[config.mk]
export PLATFORM = sky130hd
export DESIGN_NAME = mem_arbiter
export DESIGN_NICKNAME = d
export VERILOG_FILES = /design/src/rtl/mem_arbiter_pkg.sv /design/src/rtl/mem_arbiter.sv
export SDC_FILE = /design/constraint.sdc
export NUM_CORES = 1
export LEC_CHECK = 0
export ABC_AREA = 1
export BUFFER_PORTS_ARGS = -buffer_cell sky130_fd_sc_hd__buf_2
export CORE_UTILIZATION = 49
export CTS_CLUSTER_SIZE = 10
export DETAILED_ROUTE_END_ITERATION = 10
export PLACE_DENSITY = 0.85
export RECOVER_POWER = 50
export SETUP_SLACK_MARGIN = 0.5
export SLEW_MARGIN = 20
export SYNTH_ARGS = -nofsm -noshare
export SYNTH_HDL_FRONTEND = slang
export SYNTH_SLANG_ARGS = --single-unit
[constraint.sdc]
create_clock -name i_clk -period 3.6 [get_ports i_clk]
set_clock_uncertainty 0.05 [all_clocks]
set_input_delay 0.18 -clock i_clk [delete_from_list [all_inputs] [get_ports i_clk]]
set_output_delay 0.18 -clock i_clk [all_outputs]
set_load 0.02 [all_outputs]
[src/rtl/mem_arbiter_pkg.sv]
// Shared encodings for the fetch/data memory arbiter: FSM states and owner identifiers.
package mem_arbiter_pkg;

   typedef enum logic [1:0] {
      StIdle  = 2'd0,
      StIssue = 2'd1,
      StWait  = 2'd2,
      StResp  = 2'd3
   } state_e;

   typedef enum logic {
      OwnIf = 1'b0,
      OwnD  = 1'b1
   } owner_e;

endpackage

[src/rtl/mem_arbiter.sv]
// Arbitrates one fixed-latency single-ported memory between the fetch and memory stages,
// alternating grants on ties and squashing flushed fetch responses.
module mem_arbiter
   import mem_arbiter_pkg::*;
#(
   parameter int unsigned ADDR_W = 16,
   parameter int unsigned DATA_W = 16,
   parameter int unsigned LAT    = 2
) (
   input  logic              i_clk,
   input  logic              i_rst_n,
   input  logic              i_flush,
   input  logic              i_if_req,
   input  logic [ADDR_W-1:0] i_if_addr,
   output logic [DATA_W-1:0] o_if_rdata,
   output logic              o_if_valid,
   output logic              o_if_stall,
   input  logic              i_d_req,
   input  logic              i_d_wr,
   input  logic [ADDR_W-1:0] i_d_addr,
   input  logic [DATA_W-1:0] i_d_wdata,
   output logic [DATA_W-1:0] o_d_rdata,
   output logic              o_d_valid,
   output logic              o_d_stall,
   output logic              o_mem_en,
   output logic              o_mem_wr,
   output logic [ADDR_W-1:0] o_mem_addr,
   output logic [DATA_W-1:0] o_mem_wdata,
   input  logic [DATA_W-1:0] i_mem_rdata
);

   localparam int unsigned CNT_W = (LAT < 2) ? 1 : $clog2(LAT + 1);

   state_e            r_state, w_state_nxt;
   owner_e            r_owner, r_last, w_grant_owner;
   logic [CNT_W-1:0]  r_cnt;
   logic              r_killed;
   logic              r_wr;
   logic [ADDR_W-1:0] r_addr;
   logic [DATA_W-1:0] r_wdata;
   logic [DATA_W-1:0] r_rdata;
   logic              w_if_req;
   logic              w_grant;
   logic              w_last_wait;

   // A fetch request seen together with flush is never granted.
   always_comb begin
      w_if_req      = i_if_req & ~i_flush;
      w_grant       = w_if_req | i_d_req;
      w_grant_owner = OwnIf;
      if (w_if_req && i_d_req) begin
         w_grant_owner = (r_last == OwnIf) ? OwnD : OwnIf;
      end else if (i_d_req) begin
         w_grant_owner = OwnD;
      end
   end

   assign w_last_wait = (r_cnt == CNT_W'(1));

   always_comb begin
      w_state_nxt = r_state;
      unique case (r_state)
         StIdle:  if (w_grant) w_state_nxt = StIssue;
         StIssue: w_state_nxt = StWait;
         StWait:  if (w_last_wait) w_state_nxt = StResp;
         StResp:  w_state_nxt = StIdle;
         default: w_state_nxt = StIdle;
      endcase
   end

   always_ff @(posedge i_clk or negedge i_rst_n) begin
      if (!i_rst_n) begin
         r_state <= StIdle;
      end else begin
         r_state <= w_state_nxt;
      end
   end

   always_ff @(posedge i_clk or negedge i_rst_n) begin
      if (!i_rst_n) begin
         r_owner  <= OwnIf;
         r_last   <= OwnIf;
         r_cnt    <= '0;
         r_killed <= 1'b0;
         r_wr     <= 1'b0;
         r_addr   <= '0;
         r_wdata  <= '0;
         r_rdata  <= '0;
      end else begin
         unique case (r_state)
            StIdle: begin
               if (w_grant) begin
                  r_owner <= w_grant_owner;
                  r_wr    <= (w_grant_owner == OwnD) ? i_d_wr : 1'b0;
                  r_addr  <= (w_grant_owner == OwnD) ? i_d_addr : i_if_addr;
                  r_wdata <= (w_grant_owner == OwnD) ? i_d_wdata : '0;
               end
            end
            StIssue: begin
               r_cnt <= LAT[CNT_W-1:0];
               if (i_flush && r_owner == OwnIf) r_killed <= 1'b1;
            end
            StWait: begin
               r_cnt <= r_cnt - CNT_W'(1);
               if (i_flush && r_owner == OwnIf) r_killed <= 1'b1;
               if (w_last_wait) r_rdata <= r_wr ? '0 : i_mem_rdata;
            end
            StResp: begin
               r_last   <= r_owner;
               r_killed <= 1'b0;
            end
            default: ;
         endcase
      end
   end

   assign o_mem_en    = (r_state == StIssue);
   assign o_mem_wr    = (r_state == StIssue) & r_wr;
   assign o_mem_addr  = r_addr;
   assign o_mem_wdata = r_wdata;

   assign o_d_valid   = (r_state == StResp) & (r_owner == OwnD);
   assign o_if_valid  = (r_state == StResp) & (r_owner == OwnIf) & ~r_killed & ~i_flush;
   assign o_if_rdata  = r_rdata;
   assign o_d_rdata   = r_rdata;

   assign o_if_stall  = i_if_req & ~o_if_valid & ~i_flush;
   assign o_d_stall   = i_d_req & ~o_d_valid;

endmodule

# After elaboration in Yosys (flattened, before gate mapping)
# Index checks and enable logic that the tools add are counted.
[classes] n_addsub=1 n_mul=0 div=0 order_cmp=0 eq_ne=7 n_shift=0 mux=13 bitwise=15 reduce_logical=10
[op_table] op="16-bit two-way mux" n=3
[op_table] op="1-bit bitwise AND" n=9
[op_table] op="2-bit case mux with 4 select lines" n=1
[op_table] op="2-bit AND reduction" n=4
[op_table] op="1-bit two-way mux" n=5
[op_table] op="1-bit NOT" n=5
[op_table] op="2-bit by 1-bit equality test with 1-bit output (second input constant)" n=2
[op_table] op="2-bit equality test (second input constant)" n=2
[op_table] op="2-bit two-way mux" n=2
[op_table] op="2-bit inequality test (second input constant)" n=2
[op_table] op="2-bit case mux with 2 select lines" n=1
[op_table] op="2-bit nonzero test" n=2
[op_table] op="1-bit logical AND" n=2
[op_table] op="2-bit logical NOT" n=1
[op_table] op="2-bit by 1-bit inequality test with 1-bit output (second input constant)" n=1
[op_table] op="1-bit case mux with 2 select lines" n=1
[op_table] op="2-bit OR reduction" n=1
[op_table] op="2-bit by 1-bit subtractor with 2-bit output (second input constant)" n=1
[op_table] op="1-bit bitwise OR" n=1
[totals] regBits=56 latchBits=0 ram_bits=0 mem_bits_ro=0 inputBits=70 output_inout_bits=70 wordCells=55 n_memories=0

# Logic depth before layout (Yosys ltp)
# Gate-level depths: netlist of the first run.
[logic_depth] ltp_word=7 mapped_depth=7 mapped_depth_nobuf=7

# Worst setup path after synthesis of the first run
# OpenSTA, ideal clock, no wires.
[synth_timing] kind="reg2reg" from="register r_state[0]" to="register r_addr[10], in the netlist o_mem_addr[10]" setup_ns=0.065 t_arrival_ns=1.272 required_time_ns=3.485 setup_slack_ns=2.213 path_stages_with_launch=8 path_buffers=1 synth_period_minus_slack_ns=1.387 cell_sequence="dfrtp_1 -> inv_1 -> ha_1 -> inv_1 -> a21oi_4 -> buf_6 -> nand3_1 -> nand2_1"
[synth_via] elab_chain_cells=2
[synth_lines] item="start: declaration" line_no="mem_arbiter.sv:34" text="state_e r_state, w_state_nxt;"
[synth_lines] item="start signal: assignment" line_no="mem_arbiter.sv:73" text="r_state <= StIdle;"
[synth_lines] item="start signal: assignment" line_no="mem_arbiter.sv:75" text="r_state <= w_state_nxt;"
[synth_lines] item="2-bit logical NOT" line_no="mem_arbiter.sv:90" text="unique case (r_state)"
[synth_lines] item="2-bit AND reduction (no source line)"
[synth_lines] item="end signal: assignment" line_no="mem_arbiter.sv:95" text="r_addr <= (w_grant_owner == OwnD) ? i_d_addr : i_if_addr;"
[synth_lines] item="end: declaration" line_no="mem_arbiter.sv:39" text="logic [ADDR_W-1:0] r_addr;"
# Every way passes these cells.
# A chain may end at the register's enable or synchronous reset.

==> results of run 1 <==
[per-stage QoR]
step	utilization [%]	setup slack, ns	cells
after global routing	61.7	1.18	541
after detailed placement	61.3	1.82	532
after CTS	63.1	1.80	541
final	61.7	1.56	541
after floorplan	-	2.21	349
after global placement	61.3	1.95	532
[worst max-delay path by stage]
stage	to	slack, ns	cells after the start
CTS	o_d_rdata[10]	1.80	4
global placement	o_d_rdata[9]	1.95	4
global route	o_mem_wdata[7]	1.18	3
detailed placement	o_d_rdata[3]	1.82	4
floorplan	o_mem_addr[10]	2.21	7
finish	o_mem_wdata[15]	1.56	3
[report_power, final]
| part | internal (mW) | switching (mW) | total [mW] | leakage (nW) |
|---|---|---|---|---|
| Sequential | 0.934 | 0.198 | 1.13 | 0.690 |
| Combinational | 0.426 | 1.05 | 1.48 | 1.23 |
| Clock | 0.157 | 0.184 | 0.341 | 0.0455 |
[worst reg2reg max path, delay by kind of cell, from the launching register on]
kind,cells,cell delay [ns]
simple gates,1,0.63
flops,1,0.41
fa+ha+maj,1,0.24
compound gates,1,0.22
buf+inv,1,0.10
[area by class of cell]
type                            count  area [um^2]
Inverter                           46          173
Timing Repair Buffer              141          637
Sequential cell                    56         1400
Tap cell                           72         90.1
Multi-Input combinational cell    218         1010
Fill cell                         524         2110
Clock buffer                        8         90.1
[kinds of logic (layout without fill, tap and decap cells)]
kind of cell,count (synthesis),count (layout)
simple gates,186,186
compound gates,26,26
flops,56,56
fa+ha+maj,6,6
buf+inv,75,195
[sequential cells by signal, summed over array words and instances (netlist names)]
register and flops:
r_killed 1, r_last 1, r_state 2, o_d_rdata 16
r_owner 1, r_wr 1, o_mem_addr 16, o_mem_wdata 16
r_cnt 2
[synthesized netlist by cell type]
| cell type | n |
|---|---|
| nand2_2 | 2 |
| buf_2 | 3 |
| clkbuf_1 | 3 |
| inv_2 | 2 |
| dfrtp_1 | 56 |
| nand3_1 | 37 |
| nand3_4 | 1 |
| a22oi_1 | 1 |
| nand2_4 | 1 |
| ha_1 | 6 |
| o21ai_0 | 22 |
| a21oi_4 | 1 |
| nor2_8 | 1 |
| nand2_1 | 140 |
| or2_2 | 1 |
| buf_6 | 3 |
| nor2_1 | 3 |
| inv_1 | 44 |
| buf_4 | 20 |
| a21oi_1 | 2 |
[cells in the final DEF, fill, tap and decap left out, types with 3 or more instances in the layout]
master / n
o21ai_0: 22
inv_1: 44
nor2_1: 3
ha_1: 6
nand3_1: 37
dfrtp_1: 56
buf_2: 78
clkbuf_1: 63
clkbuf_8: 6
nand2_1: 140
[per-layer routing]
metal / part of all wire, % / vias to the layer above
met5: 0 / -
met4: 1.1 / 0
met3: 6.1 / 6
met2: 48 / 115
met1: 44 / 1132
li1: - / 1283
[repair_timing]
action / in CTS / in global routing
hold endpoints to repair: 30 / 0
hold buffers: 1 / 0
endpoints found under the setup margin: 0 / 0
==> flow_metrics.env, run 1 <==
export IMPL_cts_tree="done"
export IMPL_postLayoutCellArea_mm2=0.00340
export IMPL_synth_top_area_share_pct=50.2
export IMPL_drv_cap=1
export IMPL_yosys_area_share_simple_pct=28.3
export IMPL_grt_remaining_overflow=0
export IMPL_violations="max-capacitance violations, max-slew violations"
export IMPL_synth_cells=349
export IMPL_clkSlewWorstSetupHoldPaths_ns=0.10
export IMPL_dp_hpwl_um=4540
export IMPL_die_area_mm2=0.00601
export IMPL_power_density_mw_per_mm2=868
export IMPL_htree_levels=2
export IMPL_yosys_warnings=0
export IMPL_row_count=27
export IMPL_synth_compound_area_share_pct=5.15
export IMPL_synth_top_family_by_area="simple AND/OR/NAND/NOR gates"
export IMPL_root_buffer="clkbuf_8"
export IMPL_min_delay_start="i_d_wdata[13]"
export IMPL_die_w_um=77.5
export IMPL_num_io_pins=140
export IMPL_fin_nets=544
export IMPL_leakage_nw=1.96
export IMPL_synth_seq_area_share_pct=50.2
export IMPL_fin_total_pwr_mw=2.95
export IMPL_drive_gt1_share_pct=20.0
export IMPL_firstDrtPassIters=4
export IMPL_fin_crit_sh_pct=56.6
export IMPL_worstPathRequired_ns=4.00
export IMPL_diodes=0
export IMPL_synth_nets=425
export IMPL_place_area_mm2=0.00338
export IMPL_relSlewSlack_pct=-9.47
export IMPL_dr_first_iter_drc_count=106
export IMPL_path_buf_inv=3
export IMPL_slew_violations=32
export IMPL_r2r_end="o_d_rdata[14]"
export IMPL_globalRouteMet2Util_pct=37.9
export IMPL_hold_path_end="o_mem_wdata[13]"
export IMPL_route_final_wire_length_um=6210
export IMPL_crit_arrival_ns=2.44
export IMPL_synthAdderAreaFrac_pct=2.69
export IMPL_fp_coreArea_mm2=0.00551
export IMPL_path_max_fanout=31
export IMPL_hold_class="in -> reg"
export IMPL_finalSetupTns_ns=0
export IMPL_grt_met3_usage_pct=4.12
export IMPL_synth_cell_type_count=20
export IMPL_ys_top_cells_by_area="dfrtp_1, nand2_1, nand3_1, inv_1, buf_4"
export IMPL_antenna_found_initial=0
export IMPL_clock_latency_ns=0.29
export IMPL_ff2ff_path_depth=4
export IMPL_area_growth_pct=21.7
export IMPL_holdWs_ns=0.0252
export IMPL_antenna_left=0
export IMPL_critPathKind="in -> async"
export IMPL_yosys_area_top_type="dfrtp_1"
export IMPL_run_status="finished, violations left"
export IMPL_fmax_mhz=490
export IMPL_first_global_vias=2358
export IMPL_drc=0
export IMPL_post_route_min_period_ns=2.04
export IMPL_r2r_start="r_state[0]"
export IMPL_synth_seq_cells=56
export IMPL_clock_path_buffers=2
export IMPL_path_cells="dlygate4sd3_1, clkbuf_1, buf_4"
export IMPL_gp_congestion=0.790
export IMPL_cts_sinks=56
export IMPL_grt_usage_pct=21.2
export IMPL_synth_xor_area_share_pct=0
export IMPL_post_drt_via_cell_ratio=4.69
export IMPL_cts_setup_buffers=0
export IMPL_avgSynthCellArea_um2=8.00
export IMPL_max_stage_delay_ns=1.18
export IMPL_hold_violations=0
export IMPL_synthesis_area_mm2=0.00279
export IMPL_rsz0062_at_grt="false"
export IMPL_die_height_um=77.5
export IMPL_tightest_slew_ns=1.64
export IMPL_worst_path_max_delay_cell="clkbuf_1"
export IMPL_ff2ff_setup_slack_ns=1.79
export IMPL_start_kind="primary input"
export IMPL_critPathTopFamily="buffers and inverters"
export IMPL_met1_usage_pct=26.2
export IMPL_synthMuxAreaShare_pct=0
export IMPL_io_buffer_count=139
export IMPL_irDropWorstVdd_mv=0.375
export IMPL_endpoint_kind="asynchronous set/reset pin"
export IMPL_finalSetupViolCount=0
export IMPL_cts_resized=0
export IMPL_min_delay_path_depth=3
export IMPL_start_util_pct=50.7
export IMPL_grt_pass1_wl_um=10300
export IMPL_cts_made_buffers=5
export IMPL_grt_max_degree=36
export IMPL_cp_startpoint="i_rst_n"
export IMPL_top_usage_layer="met2"
export IMPL_wl_per_cell_um=11.5
export IMPL_dr_total_vias=2536
No activity file was read; power rests on OpenSTA's default activity.
==> run 2: changes to the inputs <==
Settings changed: ABC_AREA 1 to 0, CORE_UTILIZATION 49 to 46, PLACE_DENSITY 0.85 to 0.8.
Clock period 3.6 ns to 1.9 ns, I/O delays scaled along.
==> run 2 against run 1 <==
  * The flow now finishes without violations
  * Die area up 6.8%
  * Wire length increased by 35%
  * Critical path depth up 2
  * Sequential cell count stayed put
==> flow_metrics.env, run 2 <==
export IMPL_run_status="complete, no violations"
export IMPL_leakage_nw=2.08
export IMPL_critPathTopFamily="flip-flops"
export IMPL_antenna_left=0
export IMPL_r2r_end="r_state[1]"
export IMPL_synth_seq_area_share_pct=50.0
export IMPL_row_count=28
export IMPL_ff2ff_path_depth=5
export IMPL_hold_path_end="o_d_rdata[13]"
export IMPL_r2r_start="r_state[1]"
export IMPL_power_internal_mw=3.57
export IMPL_grt_max_degree=35
export IMPL_cts_sinks=56
export IMPL_endpoint_kind="register"
export IMPL_power_switching_mw=2.98
export IMPL_path_buf_inv=2
export IMPL_synth_nets=353
export IMPL_min_delay_start="i_mem_rdata[13]"
export IMPL_synthesis_area_mm2=0.00280
export IMPL_first_global_vias=2694
export IMPL_pre_cts_ws_ns=0.370
export IMPL_critPathMostFrequentCell="inv_4"
export IMPL_max_stage_delay_ns=0.48
export IMPL_start_kind="register"
export IMPL_area_growth_pct=50.3
export IMPL_grt_pass1_wl_um=12300
export IMPL_finalSetupViolCount=0
export IMPL_root_buffer="clkbuf_8"
export IMPL_post_route_min_period_ns=1.54
export IMPL_io_buffer_count=139
export IMPL_dr_total_vias=2737
export IMPL_dr_first_iter_drc_count=162
export IMPL_post_drt_via_cell_ratio=5.17
export IMPL_seqPwrFrac_pct=33.7
export IMPL_fin_nets=529
export IMPL_synth_most_common_cell="dfrtp_1"
export IMPL_finalSetupTns_ns=0
export IMPL_hold_violations=0
export IMPL_gp_congestion=0.732
export IMPL_synth_seq_cells=56
export IMPL_tightest_slew_ns=1.32
export IMPL_diodes=0
export IMPL_layout_commonest_cell="buf_2"
export IMPL_path_max_fanout=4
export IMPL_layout_common_cells="buf_2, dfrtp_1, dlygate4sd3_1"
export IMPL_hold_class="in -> reg"
export IMPL_min_delay_path_depth=3
export IMPL_grt_remaining_overflow=0
export IMPL_irDropWorstVdd_mv=0.896
export IMPL_start_util_pct=47.6
export IMPL_drc=0
export IMPL_slew_violations=0
export IMPL_fmax_mhz=648
export IMPL_async_flop_share_pct=100
export IMPL_clock_latency_ns=0.32
export IMPL_yosys_warnings=0
export IMPL_die_height_um=80.1
export IMPL_power_density_mw_per_mm2=1550
export IMPL_critPathKind="reg -> reg"
export IMPL_synth_common_cells="dfrtp_1, nand2_1, o21ai_0, inv_1"
export IMPL_synth_edff_count=0
export IMPL_antenna_found_initial=0
export IMPL_cts_tree="done"
export IMPL_ys_top_cells_by_area="dfrtp_1, o221a_2, o21ai_0, a22o_1, nand2_1"
export IMPL_switching_share_pct=45.5
export IMPL_synthFlopType="dfrtp_1"
export IMPL_drive_gt1_share_pct=36.6
export IMPL_clkSlewWorstSetupHoldPaths_ns=0.11
export IMPL_cts_made_buffers=5
export IMPL_yosys_area_top_type="dfrtp_1"
export IMPL_htree_levels=2
export IMPL_crit_arrival_ns=1.70
export IMPL_clock_path_buffers=2
export IMPL_fin_crit_sh_pct=81.2
export IMPL_synth_top_area_share_pct=50.0
export IMPL_die_area_mm2=0.00641
export IMPL_wl_per_cell_um=15.9
export IMPL_worst_path_max_delay_cell="dfrtp_2"
export IMPL_relSlewSlack_pct=12.2
export IMPL_ff2ff_setup_slack_ns=0.36
export IMPL_grt_usage_pct=24.9
export IMPL_synth_cells=277
export IMPL_fp_coreArea_mm2=0.00589
export IMPL_setup_slack_ns=0.358
export IMPL_route_final_wire_length_um=8390
export IMPL_path_cells="inv_4, ha_4, inv_4, o32a_1, mux2_4"
export IMPL_die_w_um=80.1
export IMPL_rsz0062_at_grt="true"
export IMPL_firstDrtPassIters=4
export IMPL_num_io_pins=140
export IMPL_avgSynthCellArea_um2=10.1
export IMPL_clock_power_share_pct=10.6
export IMPL_drv_cap=0
export IMPL_comb_power_share_pct=55.7
export IMPL_dp_hpwl_um=4760
export IMPL_worstPathRequired_ns=2.06
export IMPL_synth_cell_type_count=29
-- run 2: cell types whose count changed after synthesis, sizes merged, moves of 15 or more --
cell    previous run  this run
nand2b             0        16
nand3             38         1
a22oi              1        16
a22o               0        17
inv               46        23
nand2            143        35
o221a              0        16
-- run 2: how the worst max path moves through the flow --
| stage | startpoint | end | slack [ns] | depth (start not counted) |
|---|---|---|---|---|
| 3_3_place_gp | r_state[1] | r_state[1] | 0.42 | 5 |
| 4_1_cts | r_state[1] | r_state[1] | 0.37 | 5 |
| 6_report | r_state[1] | r_state[1] | 0.36 | 5 |
| 2_1_floorplan | r_state[1] | r_state[1] | 0.37 | 6 |
| 5_1_grt | i_rst_n | r_state[1] | 0.21 | 3 |
| 3_5_place_dp | r_state[0] | r_state[1] | 0.37 | 5 |
-- run 2: worst register-to-register path, delay by kind of cell, from the launching register on --
family	cells	cell delay, ns
DFF	1	0.48
AOI/OAI and AO/OA	1	0.31
muxes	1	0.31
adders and majority gates	1	0.15
buffers and inverters	2	0.13
-- run 2: kinds of logic after synthesis --
family | count (synthesis) | share of synthesized area, %
AOI/OAI and AO/OA | 91 | 24.1
and+or+nand+nor | 62 | 10.8
buffers and inverters | 60 | 11.6
DFF | 56 | 50.0
muxes | 2 | 0.803
adders and majority gates | 6 | 2.68
-- run 2: final cells by class --
cell class / instances / area (um^2)
clock buffer: 5 / 68.8
fill: 464 / 1670
sequential: 56 / 1400
multi-input combinational: 161 / 1150
tap: 75 / 93.8
clock inverter: 3 / 25.0
timing repair buffer: 206 / 1370
inverter: 23 / 93.8
-- run 2: power by group through the flow --
| stage | sequential, mW | clock [mW] | combinational [mW] |
|---|---|---|---|
| CTS | 2.16 | 0.696 | 3.54 |
| detailed placement | 2.17 | 0 | 3.24 |
| floorplan | 2.73 | 0 | 1.86 |
| global placement | 2.13 | 0 | 3.17 |
| global route | 2.28 | 0.744 | 3.92 |
| finish | 2.21 | 0.693 | 3.65 |
-- run 2: stage by stage --
step	power [mW]	instances	util [%]	hold WS (ns)	area, um^2
floorplan	4.58	277	-	-0.251	2830
global placement	5.30	462	58.6	0.0525	3450
detailed placement	5.41	462	58.6	0.0516	3450
CTS	6.40	525	70.5	0.000669	4150
global route	6.95	529	71.6	0.00461	4210
finish	6.55	529	71.6	0.00731	4210
-- run 2: per-layer routing --
layer	up-vias	GRT usage, %	part of all wire (%)
li1	1297	-	-
met1	1349	27.7	41
met2	77	46.6	53
met3	14	4.66	3.4
met4	0	9.29	2.1
met5	-	0	0
-- run 2: what timing repair did --
item / in CTS / in global routing
hold buffers: 48 / 0
pin swaps: 0 / 2
hold endpoints to repair: 69 / 0
buffers inserted: 5 / 3
endpoints found under the setup margin: 57 / 58
cloned: 2 / 1
gates resized for setup: 26 / 27
==> run 3: changes to the inputs <==
Settings changed: CORE_UTILIZATION 46 to 41, PLACE_DENSITY 0.8 to 0.76.
Clock period 1.9 ns to 1.3 ns, I/O delays scaled along.
==> run 3 against run 2 <==
  * The run now ends with design-rule violations, negative setup slack left
  * Clock power is 49% higher
  * Sequential cell count unchanged
  * Hold slack gained 0.10 ns
  * Sequential power up 54%
  * Die area up 12%
  * Critical path type unchanged
  * Critical endpoint unchanged
  * Largest cell class is now non-clock buffers
  * Highest routed layer unchanged
==> flow_metrics.env, run 3 (synthesized netlist as in run 2, its figures left out) <==
export IMPL_grt_usage_pct=25.5
export IMPL_clkSlewWorstSetupHoldPaths_ns=0.11
export IMPL_fin_nets=557
export IMPL_endpoint_kind="register"
export IMPL_power_density_mw_per_mm2=2410
export IMPL_grt_remaining_overflow=0
export IMPL_path_cells="buf_6, inv_6, ha_4, inv_4, o32a_1, mux2_4"
export IMPL_drv_cap=0
export IMPL_comb_power_share_pct=63.0
export IMPL_firstDrtPassIters=7
export IMPL_wl_per_cell_um=16.7
export IMPL_switching_share_pct=41.0
export IMPL_post_drt_via_cell_ratio=5.24
export IMPL_clock_path_buffers=2
export IMPL_fillers=389
export IMPL_start_kind="register"
export IMPL_crit_arrival_ns=1.70
export IMPL_dr_total_vias=2927
export IMPL_dr_first_iter_drc_count=105
export IMPL_io_buffer_count=139
export IMPL_htree_levels=2
export IMPL_antenna_found_initial=0
export IMPL_drc=14
export IMPL_place_area_mm2=0.00363
export IMPL_grt_pass1_wl_um=14400
export IMPL_cts_tree="done"
export IMPL_post_route_min_period_ns=1.54
export IMPL_run_status="finished, violations left"
export IMPL_tightest_slew_ns=0.757
export IMPL_die_height_um=84.7
export IMPL_power_switching_mw=4.93
export IMPL_start_util_pct=43.4
export IMPL_die_area_mm2=0.00717
export IMPL_gp_congestion=0.767
export IMPL_worst_path_max_delay_cell="dfrtp_1"
export IMPL_dp_hpwl_um=4870
export IMPL_postLayoutCellArea_mm2=0.00498
export IMPL_die_w_um=84.7
export IMPL_path_max_fanout=3
export IMPL_cts_made_buffers=5
export IMPL_num_io_pins=140
export IMPL_rsz0062_at_grt="true"
export IMPL_irDropWorstVdd_mv=1.36
export IMPL_layout_commonest_cell="buf_6"
export IMPL_diodes=0
export IMPL_fmax_mhz=649
export IMPL_setup_slack_ns=-0.242
export IMPL_worstPathRequired_ns=1.45
export IMPL_relSlewSlack_pct=49.5
export IMPL_pre_cts_ws_ns=-0.165
export IMPL_critPathKind="reg -> reg"
export IMPL_grt_max_degree=57
export IMPL_hold_class="in -> reg"
export IMPL_antenna_left=0
export IMPL_clock_latency_ns=0.33
export IMPL_instances_no_fill=559
export IMPL_finalSetupViolCount=58
export IMPL_route_final_wire_length_um=9350
export IMPL_fp_coreArea_mm2=0.00646
export IMPL_place_inst=475
export IMPL_seqPwrFrac_pct=28.4
export IMPL_cts_sinks=56
export IMPL_fin_crit_sh_pct=119
export IMPL_drive_gt1_share_pct=50.0
export IMPL_root_buffer="clkbuf_8"
export IMPL_clock_power_share_pct=8.6
export IMPL_slew_violations=0
export IMPL_area_growth_pct=77.8
export IMPL_max_stage_delay_ns=0.40
export IMPL_hold_violations=0
export IMPL_first_global_vias=2876
export IMPL_violations="design-rule violations, negative setup slack"
export IMPL_row_count=29
export IMPL_layout_common_cells="buf_6, buf_2, dfrtp_1"
export IMPL_leakage_nw=2.44
export IMPL_power_internal_mw=7.08
run 3: final timing paths:
path	cells past startpoint	end	slack, ns	from
worst max register to register	6	r_state[1]	-0.24	r_state[0]
max in group asynchronous	3	r_wr	0.27	i_rst_n
min in group asynchronous	3	o_d_rdata[9]	0.41	i_rst_n
worst min register to register	1	r_last	0.47	r_last
worst max-delay path	6	r_state[1]	-0.24	r_state[0]
worst min-delay path	4	o_mem_addr[15]	0.11	i_d_addr[15]
run 3: power groups by stage:
stage	registers, mW	clock network [mW]	logic (mW)
finish	3.41	1.03	7.57
global route	3.50	1.12	8.02
CTS	3.35	1.04	6.89
detailed placement	3.16	0	5.11
floorplan	3.99	0	2.79
global placement	3.13	0	5.01
run 3: routing by layer:
layer,GRT usage [%],up-vias,routed length [um]
li1,-,1356,-
met1,29.4,1412,3520
met2,47.7,141,4980
met3,6.10,18,679
met4,5.70,0,170
met5,0,-,0
run 3: area by class of cell:
| class | instances | area, um^2 | share of cell area, % |
|---|---|---|---|
| tap | 77 | 96.3 | 1.93 |
| timing repair buffer | 234 | 2050 | 41.1 |
| multi-input combinational | 161 | 1250 | 25.1 |
| inverter | 23 | 93.8 | 1.88 |
| clock buffer | 5 | 68.8 | 1.38 |
| sequential | 56 | 1400 | 28.1 |
| clock inverter | 3 | 25.0 | 0.502 |
run 3: timing repair:
| item | in CTS | in global routing |
|---|---|---|
| setup endpoints to repair | 126 | 126 |
| pin swaps | 3 | 31 |
| buffers inserted | 15 | 9 |
| hold buffers | 50 | 0 |
| gates resized for setup | 153 | 32 |
| hold endpoints to repair | 105 | 0 |
| gates cloned | 1 | 1 |
run 3: per-stage QoR:
| step | util [%] | setup TNS [ns] | hold slack (ns) | power [mW] |
|---|---|---|---|---|
| 2_1_floorplan | - | -4.21 | -0.281 | 6.78 |
| 3_3_place_gp | 56.2 | -2.35 | 0.0387 | 8.15 |
| 3_5_place_dp | 56.2 | -3.73 | 0.0381 | 8.28 |
| 4_1_cts | 74.7 | -7.76 | 0.0935 | 11.3 |
| 5_1_grt | 77.2 | -10.86 | 0.109 | 12.6 |
| 6_report | 77.2 | -6.80 | 0.107 | 12.0 |
run 3: critical path: cells and delay by family (launching register included):
kind,cells,cell delay (ns)
muxes,1,0.30
AOI/OAI and AO/OA,1,0.31
buffers and inverters,3,0.21
DFF,1,0.40
adders and majority gates,1,0.16
